**src/rtl/morse_pkg.sv**
```systemverilog
// morse_pkg: shared definitions for the Morse keyer.
//   state_t        - keyer FSM states
//   UNITS_*        - duration of each element in Morse time units
//   ASCII_SPACE    - word-space character code
package morse_pkg;

    typedef enum logic [2:0] {
        IDLE,
        MARK,
        SGAP,
        LGAP,
        WGAP
    } state_t;

    localparam logic [2:0] UNITS_DOT  = 3'd1;
    localparam logic [2:0] UNITS_DASH = 3'd3;
    localparam logic [2:0] UNITS_SGAP = 3'd1;
    localparam logic [2:0] UNITS_LGAP = 3'd3;
    localparam logic [2:0] UNITS_WGAP = 3'd7;

    localparam logic [6:0] ASCII_SPACE = 7'h20;

endpackage

```
**src/rtl/morse_rom.sv**
```systemverilog
// morse_rom: combinational character-to-Morse lookup.
// Ports:
//   char_in  in  7  ASCII character (lowercase a-z folded to uppercase)
//   valid    out 1  character is A-Z, 0-9 or space
//   is_space out 1  character is the word space
//   len      out 3  number of symbols (1..5), 0 for space/unsupported
//   pattern  out 5  symbols MSB-first, left-aligned; 1 = dash, 0 = dot
module morse_rom
    import morse_pkg::*;
(
    input  logic [6:0] char_in,
    output logic       valid,
    output logic       is_space,
    output logic [2:0] len,
    output logic [4:0] pattern
);

    logic [6:0] folded;

    always_comb begin
        folded = char_in;
        if (char_in >= 7'h61 && char_in <= 7'h7A) begin
            folded[5] = 1'b0;
        end
    end

    always_comb begin
        valid    = 1'b1;
        is_space = 1'b0;
        len      = 3'd0;
        pattern  = 5'b00000;
        case (folded)
            ASCII_SPACE: is_space = 1'b1;
            7'h41: {len, pattern} = {3'd2, 5'b01000}; // A .-
            7'h42: {len, pattern} = {3'd4, 5'b10000}; // B -...
            7'h43: {len, pattern} = {3'd4, 5'b10100}; // C -.-.
            7'h44: {len, pattern} = {3'd3, 5'b10000}; // D -..
            7'h45: {len, pattern} = {3'd1, 5'b00000}; // E .
            7'h46: {len, pattern} = {3'd4, 5'b00100}; // F ..-.
            7'h47: {len, pattern} = {3'd3, 5'b11000}; // G --.
            7'h48: {len, pattern} = {3'd4, 5'b00000}; // H ....
            7'h49: {len, pattern} = {3'd2, 5'b00000}; // I ..
            7'h4A: {len, pattern} = {3'd4, 5'b01110}; // J .---
            7'h4B: {len, pattern} = {3'd3, 5'b10100}; // K -.-
            7'h4C: {len, pattern} = {3'd4, 5'b01000}; // L .-..
            7'h4D: {len, pattern} = {3'd2, 5'b11000}; // M --
            7'h4E: {len, pattern} = {3'd2, 5'b10000}; // N -.
            7'h4F: {len, pattern} = {3'd3, 5'b11100}; // O ---
            7'h50: {len, pattern} = {3'd4, 5'b01100}; // P .--.
            7'h51: {len, pattern} = {3'd4, 5'b11010}; // Q --.-
            7'h52: {len, pattern} = {3'd3, 5'b01000}; // R .-.
            7'h53: {len, pattern} = {3'd3, 5'b00000}; // S ...
            7'h54: {len, pattern} = {3'd1, 5'b10000}; // T -
            7'h55: {len, pattern} = {3'd3, 5'b00100}; // U ..-
            7'h56: {len, pattern} = {3'd4, 5'b00010}; // V ...-
            7'h57: {len, pattern} = {3'd3, 5'b01100}; // W .--
            7'h58: {len, pattern} = {3'd4, 5'b10010}; // X -..-
            7'h59: {len, pattern} = {3'd4, 5'b10110}; // Y -.--
            7'h5A: {len, pattern} = {3'd4, 5'b11000}; // Z --..
            7'h30: {len, pattern} = {3'd5, 5'b11111}; // 0
            7'h31: {len, pattern} = {3'd5, 5'b01111}; // 1
            7'h32: {len, pattern} = {3'd5, 5'b00111}; // 2
            7'h33: {len, pattern} = {3'd5, 5'b00011}; // 3
            7'h34: {len, pattern} = {3'd5, 5'b00001}; // 4
            7'h35: {len, pattern} = {3'd5, 5'b00000}; // 5
            7'h36: {len, pattern} = {3'd5, 5'b10000}; // 6
            7'h37: {len, pattern} = {3'd5, 5'b11000}; // 7
            7'h38: {len, pattern} = {3'd5, 5'b11100}; // 8
            7'h39: {len, pattern} = {3'd5, 5'b11110}; // 9
            default: valid = 1'b0;
        endcase
    end

endmodule

```
**src/rtl/morse_keyer.sv**
```systemverilog
// morse_keyer: keys one ASCII character as timed Morse on a single line.
// Optional sidetone generator enabled by defining MORSE_SIDETONE_EN.
// Ports:
//   clk     in  1  system clock, rising edge
//   rst     in  1  asynchronous active-high reset
//   char_in in  7  character, sampled when a start is accepted
//   start   in  1  send request, ignored while busy
//   key     out 1  carrier on (mark)
//   busy    out 1  character in progress, through trailing gap
//   done    out 1  pulse on the last busy cycle
//   err     out 1  pulse when start sees an unsupported character
//   tone    out 1  sidetone square wave while key=1 (0 without the macro)
module morse_keyer
    import morse_pkg::*;
#(
    parameter int unsigned UNIT_CYCLES = 6_000_000,
    parameter int unsigned TONE_HALF   = 25_000
) (
    input  logic       clk,
    input  logic       rst,
    input  logic [6:0] char_in,
    input  logic       start,
    output logic       key,
    output logic       busy,
    output logic       done,
    output logic       err,
    output logic       tone
);

    localparam int unsigned UW = $clog2(UNIT_CYCLES);
    localparam logic [UW-1:0] UNIT_LAST = UW'(UNIT_CYCLES - 1);
    localparam logic [UW-1:0] UNIT_PREV = UW'(UNIT_CYCLES - 2);

    state_t        state;
    logic [UW-1:0] unit_cnt;
    logic [2:0]    unit_num;
    logic [2:0]    unit_target;
    logic [4:0]    shreg;
    logic [2:0]    sym_left;

    logic       rom_valid;
    logic       rom_space;
    logic [2:0] rom_len;
    logic [4:0] rom_pattern;

    morse_rom u_rom (
        .char_in  (char_in),
        .valid    (rom_valid),
        .is_space (rom_space),
        .len      (rom_len),
        .pattern  (rom_pattern)
    );

    logic last_unit;
    logic period_end;
    logic done_next;

    assign last_unit  = (unit_num == unit_target - 3'd1);
    assign period_end = (unit_cnt == UNIT_LAST) && last_unit;
    // done is registered, so it is raised one cycle ahead of the gap's final cycle
    assign done_next  = (state == LGAP || state == WGAP) && (unit_cnt == UNIT_PREV) && last_unit;

    always_ff @(posedge clk or posedge rst) begin
        if (rst) begin
            state       <= IDLE;
            unit_cnt    <= '0;
            unit_num    <= '0;
            unit_target <= '0;
            shreg       <= '0;
            sym_left    <= '0;
            key         <= 1'b0;
            busy        <= 1'b0;
            done        <= 1'b0;
            err         <= 1'b0;
        end else begin
            done <= 1'b0;
            err  <= 1'b0;
            case (state)
                IDLE: begin
                    if (start) begin
                        if (!rom_valid) begin
                            err <= 1'b1;
                        end else begin
                            busy     <= 1'b1;
                            unit_cnt <= '0;
                            unit_num <= '0;
                            if (rom_space) begin
                                state       <= WGAP;
                                key         <= 1'b0;
                                unit_target <= UNITS_WGAP;
                            end else begin
                                state       <= MARK;
                                key         <= 1'b1;
                                shreg       <= rom_pattern;
                                sym_left    <= rom_len - 3'd1;
                                unit_target <= rom_pattern[4] ? UNITS_DASH : UNITS_DOT;
                            end
                        end
                    end
                end
                default: begin
                    if (done_next) begin
                        done <= 1'b1;
                    end
                    if (unit_cnt != UNIT_LAST) begin
                        unit_cnt <= unit_cnt + 1'b1;
                    end else begin
                        unit_cnt <= '0;
                        if (!last_unit) begin
                            unit_num <= unit_num + 3'd1;
                        end else begin
                            unit_num <= '0;
                            case (state)
                                MARK: begin
                                    key   <= 1'b0;
                                    shreg <= {shreg[3:0], 1'b0};
                                    if (sym_left != 3'd0) begin
                                        state       <= SGAP;
                                        unit_target <= UNITS_SGAP;
                                    end else begin
                                        state       <= LGAP;
                                        unit_target <= UNITS_LGAP;
                                    end
                                end
                                SGAP: begin
                                    key         <= 1'b1;
                                    state       <= MARK;
                                    sym_left    <= sym_left - 3'd1;
                                    unit_target <= shreg[4] ? UNITS_DASH : UNITS_DOT;
                                end
                                default: begin
                                    state <= IDLE;
                                    busy  <= 1'b0;
                                end
                            endcase
                        end
                    end
                end
            endcase
        end
    end

`ifdef MORSE_SIDETONE_EN
    localparam int unsigned TW = $clog2(TONE_HALF + 1);
    localparam logic [TW-1:0] TONE_LAST = TW'(TONE_HALF - 1);

    logic [TW-1:0] tone_cnt;

    // Divider runs only while the mark continues into the next cycle, so tone
    // clears in the same cycle key drops and restarts phase at each new mark.
    always_ff @(posedge clk or posedge rst) begin
        if (rst) begin
            tone     <= 1'b0;
            tone_cnt <= '0;
        end else if (state == MARK && !period_end) begin
            if (tone_cnt == TONE_LAST) begin
                tone     <= ~tone;
                tone_cnt <= '0;
            end else begin
                tone_cnt <= tone_cnt + 1'b1;
            end
        end else begin
            tone     <= 1'b0;
            tone_cnt <= '0;
        end
    end
`else
    assign tone = 1'b0;
`endif

endmodule

```
**config.mk**
```make
export PLATFORM = sky130hd
export DESIGN_NAME = morse_keyer
export DESIGN_NICKNAME = d
export VERILOG_FILES = /design/src/rtl/morse_pkg.sv /design/src/rtl/morse_rom.sv /design/src/rtl/morse_keyer.sv
export SDC_FILE = /design/constraint.sdc
export NUM_CORES = 1
export LEC_CHECK = 0
export ABC_AREA = 1
export BUFFER_PORTS_ARGS = -buffer_cell sky130_fd_sc_hd__buf_2
export CAP_MARGIN = 15
export CORE_ASPECT_RATIO = 1.4
export CORE_MARGIN = 2
export CORE_UTILIZATION = 45
export CTS_CLUSTER_DIAMETER = 80
export CTS_CLUSTER_SIZE = 10
export DETAILED_ROUTE_END_ITERATION = 12
export GPL_TIMING_DRIVEN = 1
export SLEW_MARGIN = 25
export SYNTH_ARGS = -nofsm -noshare
export SYNTH_HDL_FRONTEND = slang
export SYNTH_HIERARCHICAL = 1
export SYNTH_SLANG_ARGS = --single-unit
```
**constraint.sdc**
```tcl
create_clock -name clk -period 2.77 [get_ports clk]
set_input_delay 0.277 -clock clk [delete_from_list [all_inputs] [get_ports clk]]
set_output_delay 0.277 -clock clk [all_outputs]
set_load 0.03 [all_outputs]
```
==> flow_summary.ini <==
[sta]
tns_ns = 0
hold_slack_ns = 0.0685
tightest_slew_ns = 0.751
slew_headroom_pct = 49.9
fin_ws_ns = 0.521
finalSetupViolations = 0
slew_violations = 0
hold_violations = 0
post-route-period-util_pct = 81.2
period_minus_slack_ns = 2.25
rsz0062_at_grt = no
finClkSkew_ns = 0.0111
fmax_ghz = 0.445

[detailed_routing]
post_drt_wl_per_cell_um = 14.2
postRouteAntennaNets = 0
drcViolationCount = 0
wirelength_um = 9290
vias = 3461
first_pass_iters = 4
detail_route.vias_per_cell = 5.30
drt_iter0_drc = 153

[floorplan]
row_count = 37
die-height_um = 108
core-area_um2 = 7410
initial_core_util_pct = 46.9
dieArea_um2 = 8460
die_width_um = 78.3
ios = 15

[yosys]
syn_nets = 549
yosys.cell_types.count = 39
ys_seq_area_share_pct = 31.7
ys_top_cells_by_count = nand2_1 (168), nor2_1 (74), inv_1 (57)
synth_flop_cell = dfrtp_1
postSynth.asyncResetShare_pct = 100
ys_seq_elements = 44
synth_largest_area_cell = dfrtp_1
synth.avg_cell_area_um2 = 6.51
synth_edf_count = 0
syn-cell-area_um2 = 3480
syn-instance-count = 534
yosysWarnings = 6
yosysTopAreaCellShare_pct = 31.7
synth_area_leaders = dfrtp_1 (32%), nand2_1 (18%), nor2_1 (8.0%)
synth_most_common_cell = nand2_1

[finish]
n_antenna_cell = 0
final_nets = 570
areaGrowthSynthToFinish_pct = 8.35
drive_above_1_share_pct = 12.2
final_core_util_pct = 50.9
instances_no_fill = 653

[placement]
place_ws_ns = 0.190
port_buffers = 13
gp_congestion = 0.915
dp_hpwl_um = 7410
place_inst = 645

[power_and_ir_drop]
powerDensity_nw_per_um2 = 725
power.leakage_nw = 1.91
ir_drop_uv = 340

[setup_path]
reg2reg_depth = 6
cp-start-kind = primary input
worst-setup-path-type = in2reg
required_ns = 3.00
cp_max_fo = 14
crit_path_end_kind = register
arrival_ns = 2.48

[clock_network]
cts_buffers = 5
postCtsResizedCells = 0
cts_max_path_buffers = 2
cts_setup_buffers = 0
insertion_delay_ns = 0.30
cts.sinks = 44
cts_tree = built
path_clk_slew_ns = 0.09
hold_buffers = 0
h-tree-depth = 2
root_buffer = clkbuf_8

[flow_run]
drv_cap = 0

[global_routing]
overflow = 0
grt_antenna_before_repair = 0
grt_max_degree = 45
grt_use_total_pct = 23.6
grt_pass1_wl_um = 15800
grt_pass1_vias = 3397

[hold_path]
hold_class = in2async

[outcome]
outcome = completed
==> final cells by class <==
| cell class | count | area [um^2] |
|---|---|---|
| Clock buffer | 6 | 82.6 |
| Clock inverter | 2 | 15.0 |
| Fill cell | 796 | 3640 |
| Inverter | 62 | 241 |
| Multi-Input combinational cell | 418 | 2060 |
| Sequential cell | 44 | 1100 |
| Tap cell | 97 | 121 |
| Timing Repair Buffer | 24 | 148 |
==> sequential cells by signal, indices dropped and copies added, names as in the netlist <==
| name | count |
|---|---|
| shreg | 5 |
| busy | 1 |
| unit_cnt | 23 |
| unit_num | 3 |
| err | 1 |
| state | 3 |
| done | 1 |
| sym_left | 3 |
| unit_target | 3 |
| key | 1 |
==> cell families (layout without fill, tap and decap cells) <==
logic type / count (synthesis) / count (layout) / share of synthesized area, %
other: 1 / 1 / 0.108
DFF: 44 / 44 / 31.7
and+or+nand+nor: 352 / 352 / 46.3
xor gates and xnor gates: 11 / 11 / 2.77
adders and majority gates: 5 / 5 / 1.80
AOI/OAI and AO/OA: 47 / 47 / 7.67
buffers and inverters: 72 / 94 / 9.14
muxes: 2 / 2 / 0.576
==> stage by stage <==
| stage | instance area, um^2 | power [mW] |
|---|---|---|
| after floorplan | 3480 | 1.96 |
| after global placement | 3670 | 2.29 |
| after detailed placement | 3670 | 2.32 |
| after CTS | 3770 | 2.76 |
| after global routing | 3770 | 2.98 |
| final | 3770 | 2.73 |
==> where the power goes <==
| part | leakage [nW] | total (mW) | switching [mW] | internal (mW) |
|---|---|---|---|---|
| clock | 0.0434 | 0.435 | 0.233 | 0.202 |
| combinational | 1.28 | 1.32 | 0.904 | 0.416 |
| sequential | 0.584 | 0.978 | 0.172 | 0.806 |
| total | 1.91 | 2.73 | 1.31 | 1.42 |
==> layer usage <==
metal / vias to the layer above / track usage, % / share of wire, %
li1: 1773 / - / -
met1: 1608 / 25.9 / 41
met2: 55 / 44.6 / 54
met3: 25 / 3.01 / 1.9
met4: 0 / 11.0 / 3.8
met5: - / 0 / 0
==> worst max-delay path, cell delays in order <==
cell	delay [ns]
buf_2	0.11
inv_1	0.07
nor2_1	0.17
nand2_1	0.11
nand2_1	0.08
nand2_2	0.06
nand2_4	0.15
nand2_2	0.11
nor2_4	0.17
o21ai_0	0.11
nand2_1	0.10
nor2_1	0.05
nand3_1	0.15
a21oi_4	0.09
buf_4	0.20
nor2_4	0.13
nand2_1	0.09
nor2_1	0.12
o21ai_1	0.07
nor2_1	0.08
==> placed cells by master (no fill, tap or decap), types with 7 or more instances in the layout <==
master	n
nand2_1	168
nor2_1	74
inv_1	56
dfrtp_1	44
nand3_1	40
nand4_1	28
o21ai_0	19
buf_2	13
buf_4	11
a21oi_1	10
o21ai_1	10
nor3_1	9
xor2_1	9
nor2_2	7
==> worst paths after layout <==
check                           start      endpoint  slack [ns]
min in group clk                start           err        0.28
hold / removal                    rst   unit_num[2]        0.07
setup / recovery           char_in[3]  unit_cnt[16]        0.52
hold reg to reg              shreg[2]      shreg[2]        0.49
max in group asynchronous         rst  unit_cnt[17]        2.24
setup reg to reg             state[2]   sym_left[2]        0.74
Note: power is estimated with default switching activity, not from simulation.
